<file path="config.mk">
export PLATFORM = sky130hd
export DESIGN_NAME = iim_reg_ctrl
export DESIGN_NICKNAME = d
export VERILOG_FILES = /design/src/rtl/iim_reg_pkg.sv /design/src/rtl/iim_sample_timer.sv /design/src/rtl/iim_reg_ctrl.sv
export SDC_FILE = /design/constraint.sdc
export NUM_CORES = 1
export LEC_CHECK = 0
export BUFFER_PORTS_ARGS = -buffer_cell sky130_fd_sc_hd__buf_2
export CORE_MARGIN = 3
export CORE_UTILIZATION = 56
export CTS_CLUSTER_DIAMETER = 40
export DETAILED_ROUTE_END_ITERATION = 16
export PLACE_DENSITY = 0.77
export RECOVER_POWER = 25
export SYNTH_ARGS = -nofsm -noshare
export SYNTH_HDL_FRONTEND = slang
export SYNTH_SLANG_ARGS = --single-unit
</file>
<file path="constraint.sdc">
create_clock -name i_clk -period 6.7 [get_ports i_clk]
set_input_delay 0 -clock i_clk [delete_from_list [all_inputs] [get_ports i_clk]]
set_output_delay 0 -clock i_clk [all_outputs]
set_load 0.02 [all_outputs]
</file>
<file path="src/rtl/iim_reg_pkg.sv">
// IIM-42652 register controller: shared constants, state encoding
// and the SPI frame helper.
package iim_reg_pkg;

  localparam logic [6:0] REG_DEVICE_CONFIG = 7'h11;
  localparam logic [6:0] REG_WHO_AM_I      = 7'h75;
  localparam logic [6:0] REG_PWR_MGMT0     = 7'h4E;
  localparam logic [6:0] REG_GYRO_CONFIG0  = 7'h4F;
  localparam logic [6:0] REG_ACCEL_CONFIG0 = 7'h50;
  localparam logic [6:0] REG_ACCEL_DATA_X1 = 7'h1F;

  localparam logic [7:0] WHO_AM_I_VAL   = 8'h6F;
  localparam logic [7:0] SOFT_RESET_VAL = 8'h01;
  localparam logic [7:0] PWR_MGMT0_VAL  = 8'h0F;

  localparam int BURST_LEN = 12;

  typedef enum logic [3:0] {
    ST_PWRUP     = 4'd0,
    ST_RST_ISSUE = 4'd1,
    ST_RST_WAIT  = 4'd2,
    ST_RSTDLY    = 4'd3,
    ST_ID_ISSUE  = 4'd4,
    ST_ID_WAIT   = 4'd5,
    ST_CFG_ISSUE = 4'd6,
    ST_CFG_WAIT  = 4'd7,
    ST_PWRON     = 4'd8,
    ST_RUN       = 4'd9,
    ST_RD_ISSUE  = 4'd10,
    ST_RD_WAIT   = 4'd11,
    ST_ERR       = 4'd12
  } state_t;

  function automatic logic [15:0] spi_frame(
    input logic       rw,
    input logic [6:0] addr,
    input logic [7:0] data
  );
    return {rw, addr, data};
  endfunction

endpackage

</file>
<file path="src/rtl/iim_sample_timer.sv">
// Free-running sample tick generator; held at zero while disabled
// so every enable starts a full period.
module iim_sample_timer #(
  parameter int unsigned DIV = 10000
) (
  input  logic i_clk,
  input  logic i_rst_n,
  input  logic i_en,
  output logic o_tick
);

  localparam int W = $clog2(DIV);

  logic [W-1:0] cnt;
  logic         wrap;

  assign wrap   = cnt == W'(DIV - 1);
  assign o_tick = i_en & wrap;

  always_ff @(posedge i_clk or negedge i_rst_n) begin
    if (!i_rst_n)  cnt <= '0;
    else if (!i_en) cnt <= '0;
    else if (wrap)  cnt <= '0;
    else            cnt <= cnt + W'(1);
  end

endmodule

</file>
<file path="src/rtl/iim_reg_ctrl.sv">
// IIM-42652 register controller: init/ID check, then periodic
// 12-byte data bursts assembled into one 6-axis sample.
module iim_reg_ctrl
  import iim_reg_pkg::*;
#(
  parameter int unsigned PWRUP_DLY_CYC = 20000,
  parameter int unsigned RST_DLY_CYC   = 2000,
  parameter int unsigned PWRON_DLY_CYC = 50000,
  parameter int unsigned SAMPLE_DIV    = 10000,
  parameter logic [7:0]  GYRO_CFG      = 8'h06,
  parameter logic [7:0]  ACCEL_CFG     = 8'h06,
  parameter int unsigned ID_RETRY      = 3,
  parameter int unsigned ACK_TIMEOUT   = 4096
) (
  input  logic        i_clk,
  input  logic        i_rst_n,
  output logic        o_spi_wr_req,
  output logic [15:0] o_spi_wdata,
  input  logic        i_spicom_ready,
  input  logic        i_spi_wr_ack,
  input  logic        i_spi_rdata_valid,
  input  logic [7:0]  i_spi_rdata,
  output logic        o_init_done,
  output logic        o_id_err,
  output logic        o_timeout,
  output logic        o_overrun,
  output logic        o_imu_valid,
  output logic [15:0] o_accel_x,
  output logic [15:0] o_accel_y,
  output logic [15:0] o_accel_z,
  output logic [15:0] o_gyro_x,
  output logic [15:0] o_gyro_y,
  output logic [15:0] o_gyro_z
);

  state_t       state_q, state_n;
  logic [31:0]  cnt_q, cnt_n;
  logic [3:0]   idx_q, idx_n;
  logic [7:0]   retry_q, retry_n;
  logic [7:0]   rbyte_q, rbyte_n;
  logic [95:0]  shadow_q, shadow_n;
  logic [95:0]  sample_q, sample_n;
  logic [15:0]  wdata_q, wdata_n;
  logic         req_q, req_n;
  logic         init_q, init_n;
  logic         iderr_q, iderr_n;
  logic         to_q, to_n;
  logic         ovr_q, ovr_n;
  logic         vld_q, vld_n;
  logic         tick, in_wait, busy, last_rd;
  logic [15:0]  cfg_frame;

  iim_sample_timer #(.DIV(SAMPLE_DIV)) u_timer (
    .i_clk   (i_clk),
    .i_rst_n (i_rst_n),
    .i_en    (init_q),
    .o_tick  (tick)
  );

  assign in_wait = (state_q == ST_RST_WAIT) || (state_q == ST_ID_WAIT)
                || (state_q == ST_CFG_WAIT) || (state_q == ST_RD_WAIT);
  assign busy    = (state_q == ST_RD_ISSUE) || (state_q == ST_RD_WAIT);
  assign last_rd = idx_q == 4'(BURST_LEN - 1);

  always_comb begin
    cfg_frame = spi_frame(1'b0, REG_PWR_MGMT0, PWR_MGMT0_VAL);
    unique case (1'b1)
      (idx_q == 4'd0): cfg_frame = spi_frame(1'b0, REG_GYRO_CONFIG0, GYRO_CFG);
      (idx_q == 4'd1): cfg_frame = spi_frame(1'b0, REG_ACCEL_CONFIG0, ACCEL_CFG);
      default: ;
    endcase
  end

  always_comb begin
    state_n  = state_q;
    cnt_n    = cnt_q;
    idx_n    = idx_q;
    retry_n  = retry_q;
    rbyte_n  = rbyte_q;
    shadow_n = shadow_q;
    sample_n = sample_q;
    wdata_n  = wdata_q;
    req_n    = 1'b0;
    init_n   = init_q;
    iderr_n  = iderr_q;
    to_n     = to_q;
    ovr_n    = 1'b0;
    vld_n    = 1'b0;
    if (in_wait) cnt_n = i_spi_wr_ack ? '0 : cnt_q + 32'd1;
    if (in_wait && i_spi_rdata_valid) rbyte_n = i_spi_rdata;
    unique case (state_q)
      ST_PWRUP: begin
        cnt_n = cnt_q + 32'd1;
        if (cnt_q == 32'(PWRUP_DLY_CYC - 1)) begin
          cnt_n   = '0;
          state_n = ST_RST_ISSUE;
        end
      end
      ST_RST_ISSUE: if (i_spicom_ready) begin
        req_n   = 1'b1;
        wdata_n = spi_frame(1'b0, REG_DEVICE_CONFIG, SOFT_RESET_VAL);
        cnt_n   = '0;
        state_n = ST_RST_WAIT;
      end
      ST_RST_WAIT: if (i_spi_wr_ack) state_n = ST_RSTDLY;
      ST_RSTDLY: begin
        cnt_n = cnt_q + 32'd1;
        if (cnt_q == 32'(RST_DLY_CYC - 1)) begin
          cnt_n   = '0;
          retry_n = '0;
          state_n = ST_ID_ISSUE;
        end
      end
      ST_ID_ISSUE: if (i_spicom_ready) begin
        req_n   = 1'b1;
        wdata_n = spi_frame(1'b1, REG_WHO_AM_I, 8'h00);
        cnt_n   = '0;
        state_n = ST_ID_WAIT;
      end
      ST_ID_WAIT: if (i_spi_wr_ack) begin
        if (rbyte_q == WHO_AM_I_VAL) begin
          idx_n   = '0;
          state_n = ST_CFG_ISSUE;
        end else if (retry_q == 8'(ID_RETRY - 1)) begin
          iderr_n = 1'b1;
          state_n = ST_ERR;
        end else begin
          retry_n = retry_q + 8'd1;
          state_n = ST_ID_ISSUE;
        end
      end
      ST_CFG_ISSUE: if (i_spicom_ready) begin
        req_n   = 1'b1;
        wdata_n = cfg_frame;
        cnt_n   = '0;
        state_n = ST_CFG_WAIT;
      end
      ST_CFG_WAIT: if (i_spi_wr_ack) begin
        idx_n   = idx_q + 4'd1;
        state_n = ST_CFG_ISSUE;
        if (idx_q == 4'd2) begin
          idx_n   = '0;
          state_n = ST_PWRON;
        end
      end
      ST_PWRON: begin
        cnt_n = cnt_q + 32'd1;
        if (cnt_q == 32'(PWRON_DLY_CYC - 1)) begin
          cnt_n   = '0;
          init_n  = 1'b1;
          state_n = ST_RUN;
        end
      end
      ST_RUN: if (tick) begin
        idx_n   = '0;
        state_n = ST_RD_ISSUE;
      end
      ST_RD_ISSUE: if (i_spicom_ready) begin
        req_n   = 1'b1;
        wdata_n = spi_frame(1'b1, REG_ACCEL_DATA_X1 + {3'b000, idx_q}, 8'h00);
        cnt_n   = '0;
        state_n = ST_RD_WAIT;
      end
      ST_RD_WAIT: if (i_spi_wr_ack) begin
        idx_n   = idx_q + 4'd1;
        state_n = ST_RD_ISSUE;
        if (last_rd) begin
          idx_n    = '0;
          sample_n = shadow_q;
          vld_n    = 1'b1;
          state_n  = tick ? ST_RD_ISSUE : ST_RUN;
        end
      end
      ST_ERR: ;
      default: state_n = ST_PWRUP;
    endcase
    // Byte idx lands big-endian: byte 0 is the top of the shadow.
    for (int i = 0; i < BURST_LEN; i++) begin
      if (state_q == ST_RD_WAIT && i_spi_rdata_valid && idx_q == 4'(i))
        shadow_n[8*(BURST_LEN-1-i) +: 8] = i_spi_rdata;
    end
    if (tick && busy && !(state_q == ST_RD_WAIT && i_spi_wr_ack && last_rd))
      ovr_n = 1'b1;
    if (in_wait && !i_spi_wr_ack && cnt_q == 32'(ACK_TIMEOUT - 1)) begin
      cnt_n   = '0;
      idx_n   = '0;
      to_n    = 1'b1;
      init_n  = 1'b0;
      state_n = ST_PWRUP;
    end
  end

  always_ff @(posedge i_clk or negedge i_rst_n) begin
    if (!i_rst_n) begin
      state_q  <= ST_PWRUP;
      cnt_q    <= '0;
      idx_q    <= '0;
      retry_q  <= '0;
      rbyte_q  <= '0;
      shadow_q <= '0;
      sample_q <= '0;
      wdata_q  <= '0;
      req_q    <= 1'b0;
      init_q   <= 1'b0;
      iderr_q  <= 1'b0;
      to_q     <= 1'b0;
      ovr_q    <= 1'b0;
      vld_q    <= 1'b0;
    end else begin
      state_q  <= state_n;
      cnt_q    <= cnt_n;
      idx_q    <= idx_n;
      retry_q  <= retry_n;
      rbyte_q  <= rbyte_n;
      shadow_q <= shadow_n;
      sample_q <= sample_n;
      wdata_q  <= wdata_n;
      req_q    <= req_n;
      init_q   <= init_n;
      iderr_q  <= iderr_n;
      to_q     <= to_n;
      ovr_q    <= ovr_n;
      vld_q    <= vld_n;
    end
  end

  assign o_spi_wr_req = req_q;
  assign o_spi_wdata  = wdata_q;
  assign o_init_done  = init_q;
  assign o_id_err     = iderr_q;
  assign o_timeout    = to_q;
  assign o_overrun    = ovr_q;
  assign o_imu_valid  = vld_q;
  assign o_accel_x    = sample_q[95:80];
  assign o_accel_y    = sample_q[79:64];
  assign o_accel_z    = sample_q[63:48];
  assign o_gyro_x     = sample_q[47:32];
  assign o_gyro_y     = sample_q[31:16];
  assign o_gyro_z     = sample_q[15:0];

endmodule

</file>
==> results.md <==
- Crit path launch type: flop
- Detailed Route Iter0 Violations: around 700
- Metal3 WL: around 1.5 mm
- RSZ-0062 raised after global routing: false
- Post-synthesis async set-or-reset flop share: 1.000
- Critical Path End Type: flop
- Worst r2r src: cnt_q[0]$_DFF_PN0_
- Boundary Pins: about 130
- Largest cells by area after synthesis: dfrtp_1 57%, nand2_1 11%, mux2_2 9.6%
- Routed len/inst: ~18 um
- Final HPWL DP: 18.04 mm
- Fin worst setup slack: roughly 3.2 ns
- Status: finished, final reports clean
- Synth Area in Adders: 0.009180
- RD Place Congestion: between 0.8 and 0.9
- Clk pin slew, worst setup/hold paths: about 0.060 ns
- Area share of xor/xnor cells in the synthesized design: 0.01214
- Vias per cell: roughly 5.7
- Largest family of logic cells by synthesized area: simple AND/OR/NAND/NOR gates
- Main synth FF type: dfrtp_1
- GRT Overall Usage: 0.2403
- Fillers: ~1600
- Commonest cells in the netlist: 354 x nand2_1, 279 x dfrtp_1, 105 x mux2_2
- Clk_lat worst skew: ~0.52 ns
- Yosys top cell area share: 0.5692
- Area grow syn2layout: 16.80%
- Vias in the first global route: between 9000 and 10000
- Num rows: 53
- Sum Neg Setup Slack: 0 ns
- Net Sw Frac: 0.2186
- Top Family by Delay on Critical Path: compound AO/OA/AOI/OAI gates
- Worst vdd ir: roughly 0.15 mV
- Cell Int Power: between 0.003 and 0.004 W
- CTS Sinks: ~280
- Worst Tran Pin Value: 1.123 ns
- Fraction of the mapped netlist area in simple logic gates: 0.2073
- Seq/Total Area, Yosys: 0.5692
- Compound-cell area share of the yosys netlist: 0.07109
- CP required: 7.10 ns
- DRT Pass-1 Iters: 6
- DIE HEIGHT: roughly 150 um
- Initial Util: 0.5763
- Hold path start: i_spi_rdata[6]
- Combinational share of power: 0.033
- CP max-delay cell: a211oi_2
- Synth Instances: approximately 1200
- Routed Antenna Nets: 0
- Slew Limit Headroom: 0.2516
- Number of antenna diodes: 0
- Largest net degree at the start of global routing: 178
- Final WL: roughly 29 mm
- Via count: between 9000 and 10000
- Synthesized flop and latch total: roughly 280
- Final setup fails: 0
- Syn_area_per_cell: 10.21 um^2
- Root Buffer: clkbuf_16
- H-tree depth: 2
- Crit-path most repeated cell: a21o_1
- Critical Path Start: cnt_q[0]$_DFF_PN0_
- Fin crit share: 0.5241
- Pwr/cell area: approximately 280 nW/um^2
- CP max FO: 43
- Total gr overflow: 0
- Clock share of power: 0.532
- Synth cell types: about 70
- Pre-CTS setup slack: between 3 and 4 ns
- Number of synthesized flops with an enable pin: 0
- Synth Cell Area: approximately 12000 um^2
- Nets: between 1000 and 1500
- Layout cells sized above 1: 0.1897
- Drc violations: 0
- Fin crit period: ~3.5 ns
- Crit path largest cell delay: 0.80 ns
- DR WL met2: around 14 mm
- Number of max-cap violations: 0
- Most area-hungry cell type in the Yosys netlist: dfrtp_1
- Die area: about 24000 um^2
- Core Footprint: ~21000 um^2
- Final Hold Viols: 0
- Cells along the critical path: ha_1, nand3_2, or4_4, o32a_1, a211oi_2, nand2_4, a21o_1, a21o_1
- Hold Path Class: primary input to flop
- CTS Buf Count: 38
- Leak: ~7.3 nW
- Mux cell area share after synthesis: 0.1021
- Number of warnings issued by yosys: 0
- First-pass GRT wire length: 46.86 mm
- CP arrival: a little under 4 ns
- Initial antenna violation count: 0
- CTS Buffer Depth: 3
- Fmax: ~280 MHz
- M1 wire length: about 13 mm
- Worst Path Buf+Inv: 0
- Final slew viol count: 0
- Setup Crit Path Kind: flop to flop
- Port bufs: about 130
- Highest Signal Layer: met4
- Max Clock Skew: 0.02285 ns
- Count leader, synth: nand2_1
- Sequential Power Share: 0.435
- CTS tree: done
- Switching pwr: about 0.00089 W
- Die X: 154.0 um
## layer usage
layer	vias to the layer above	global-route usage
li1	4314	-
met1	4600	0.3390
met2	265	0.3839
met3	51	0.03940
met4	0	0.08032
met5	-	0
## cell usage in the layout (no fill, tap or decap), types with 10 or more instances in the layout
cell,instances
nor2_1,57
nand4_1,21
clkbuf_1,68
inv_1,10
dfrtp_1,279
nor3_1,11
o21ai_0,36
clkbuf_16,39
a31oi_1,20
nand2b_1,12
buf_2,60
nand2_1,354
and3_1,14
nand3_1,29
mux2_2,105
a21oi_1,36
nor4_1,11
## area by class of cell
type                            instances  area, um^2  area share
Tap cell                              275       344.1     0.02402
Timing Repair Buffer                  132       624.3     0.04358
Clock buffer                           46        1042     0.07274
Sequential cell                       279        6982      0.4873
Multi-Input combinational cell        845        4957      0.3460
Clock inverter                         22       340.3     0.02375
Inverter                               10       37.54    0.002620
## repair_timing
| item | CTS | global route |
|---|---|---|
| buffers inserted | 0 | 0 |
| hold buffers | 3 | 0 |
| resized for setup | 0 | 0 |
| hold endpoints to repair | 109 | 0 |
## worst reg2reg max path, stage by stage, from the launching register on
cell and delay (ns):
dfrtp_1 0.40, ha_1 0.26, nand3_2 0.11, or4_4 0.52, o32a_1 0.37, a211oi_2 0.80
nand2_4 0.48, a21o_1 0.29, a21o_1 0.16
## cell families after synthesis
family | count (synthesis)
muxes | 112
xor gates and xnor gates | 17
DFF | 279
adders and majority gates | 9
other | 1
and+or+nand+nor | 565
buffers and inverters | 80
AOI/OAI and AO/OA | 138
## registers in the layout, indices dropped and copies added (netlist names), 4 cells and up
| name | flops |
|---|---|
| sample_q | 96 |
| shadow_q | 96 |
| cnt_q | 32 |
| u_timer.cnt | 14 |
| o_spi_wdata | 11 |
| rbyte_q | 8 |
| retry_q | 8 |
| idx_q | 4 |
| state_q | 4 |
## power by group through the flow
| stage | clock (W) | combinational, W | sequential (W) |
|---|---|---|---|
| 3_5_place_dp | 0 | 0.000137 | 0.00180 |
| 4_1_cts | 0.00219 | 0.000139 | 0.00177 |
| 6_report | 0.00217 | 0.000136 | 0.00177 |
| 5_1_grt | 0.00227 | 0.000156 | 0.00178 |
| 3_3_place_gp | 0 | 0.000133 | 0.00180 |
| 2_1_floorplan | 0 | 0.0000899 | 0.00178 |
## stage by stage
step | hold WS (ns) | cells | util | area, um^2 | total power, W
2_1_floorplan | -0.2956 | 1204 | - | 12280 | 0.001868
3_3_place_gp | 0.08279 | 1538 | 0.6105 | 13000 | 0.001931
3_5_place_dp | 0.09185 | 1538 | 0.6105 | 13000 | 0.001937
4_1_cts | 0.01256 | 1609 | 0.6769 | 14410 | 0.004104
5_1_grt | 0.02207 | 1609 | 0.6731 | 14330 | 0.004205
6_report | 0.02334 | 1609 | 0.6731 | 14330 | 0.004077
## worst paths after layout
kind,to,cells after the start,slack (ns)
min in group asynchronous,u_timer.cnt[5]$_DFF_PN0_,2,0.10
max in group asynchronous,idx_q[2]$_DFFE_PN0P_,3,5.25
hold / removal,shadow_q[6]$_DFFE_PN0P_,2,0.02
setup reg to reg,cnt_q[23]$_DFF_PN0_,8,3.19
setup / recovery,cnt_q[23]$_DFF_PN0_,8,3.19
hold reg to reg,u_timer.cnt[0]$_DFF_PN0_,1,0.46
(Power assumes the default switching activity.)
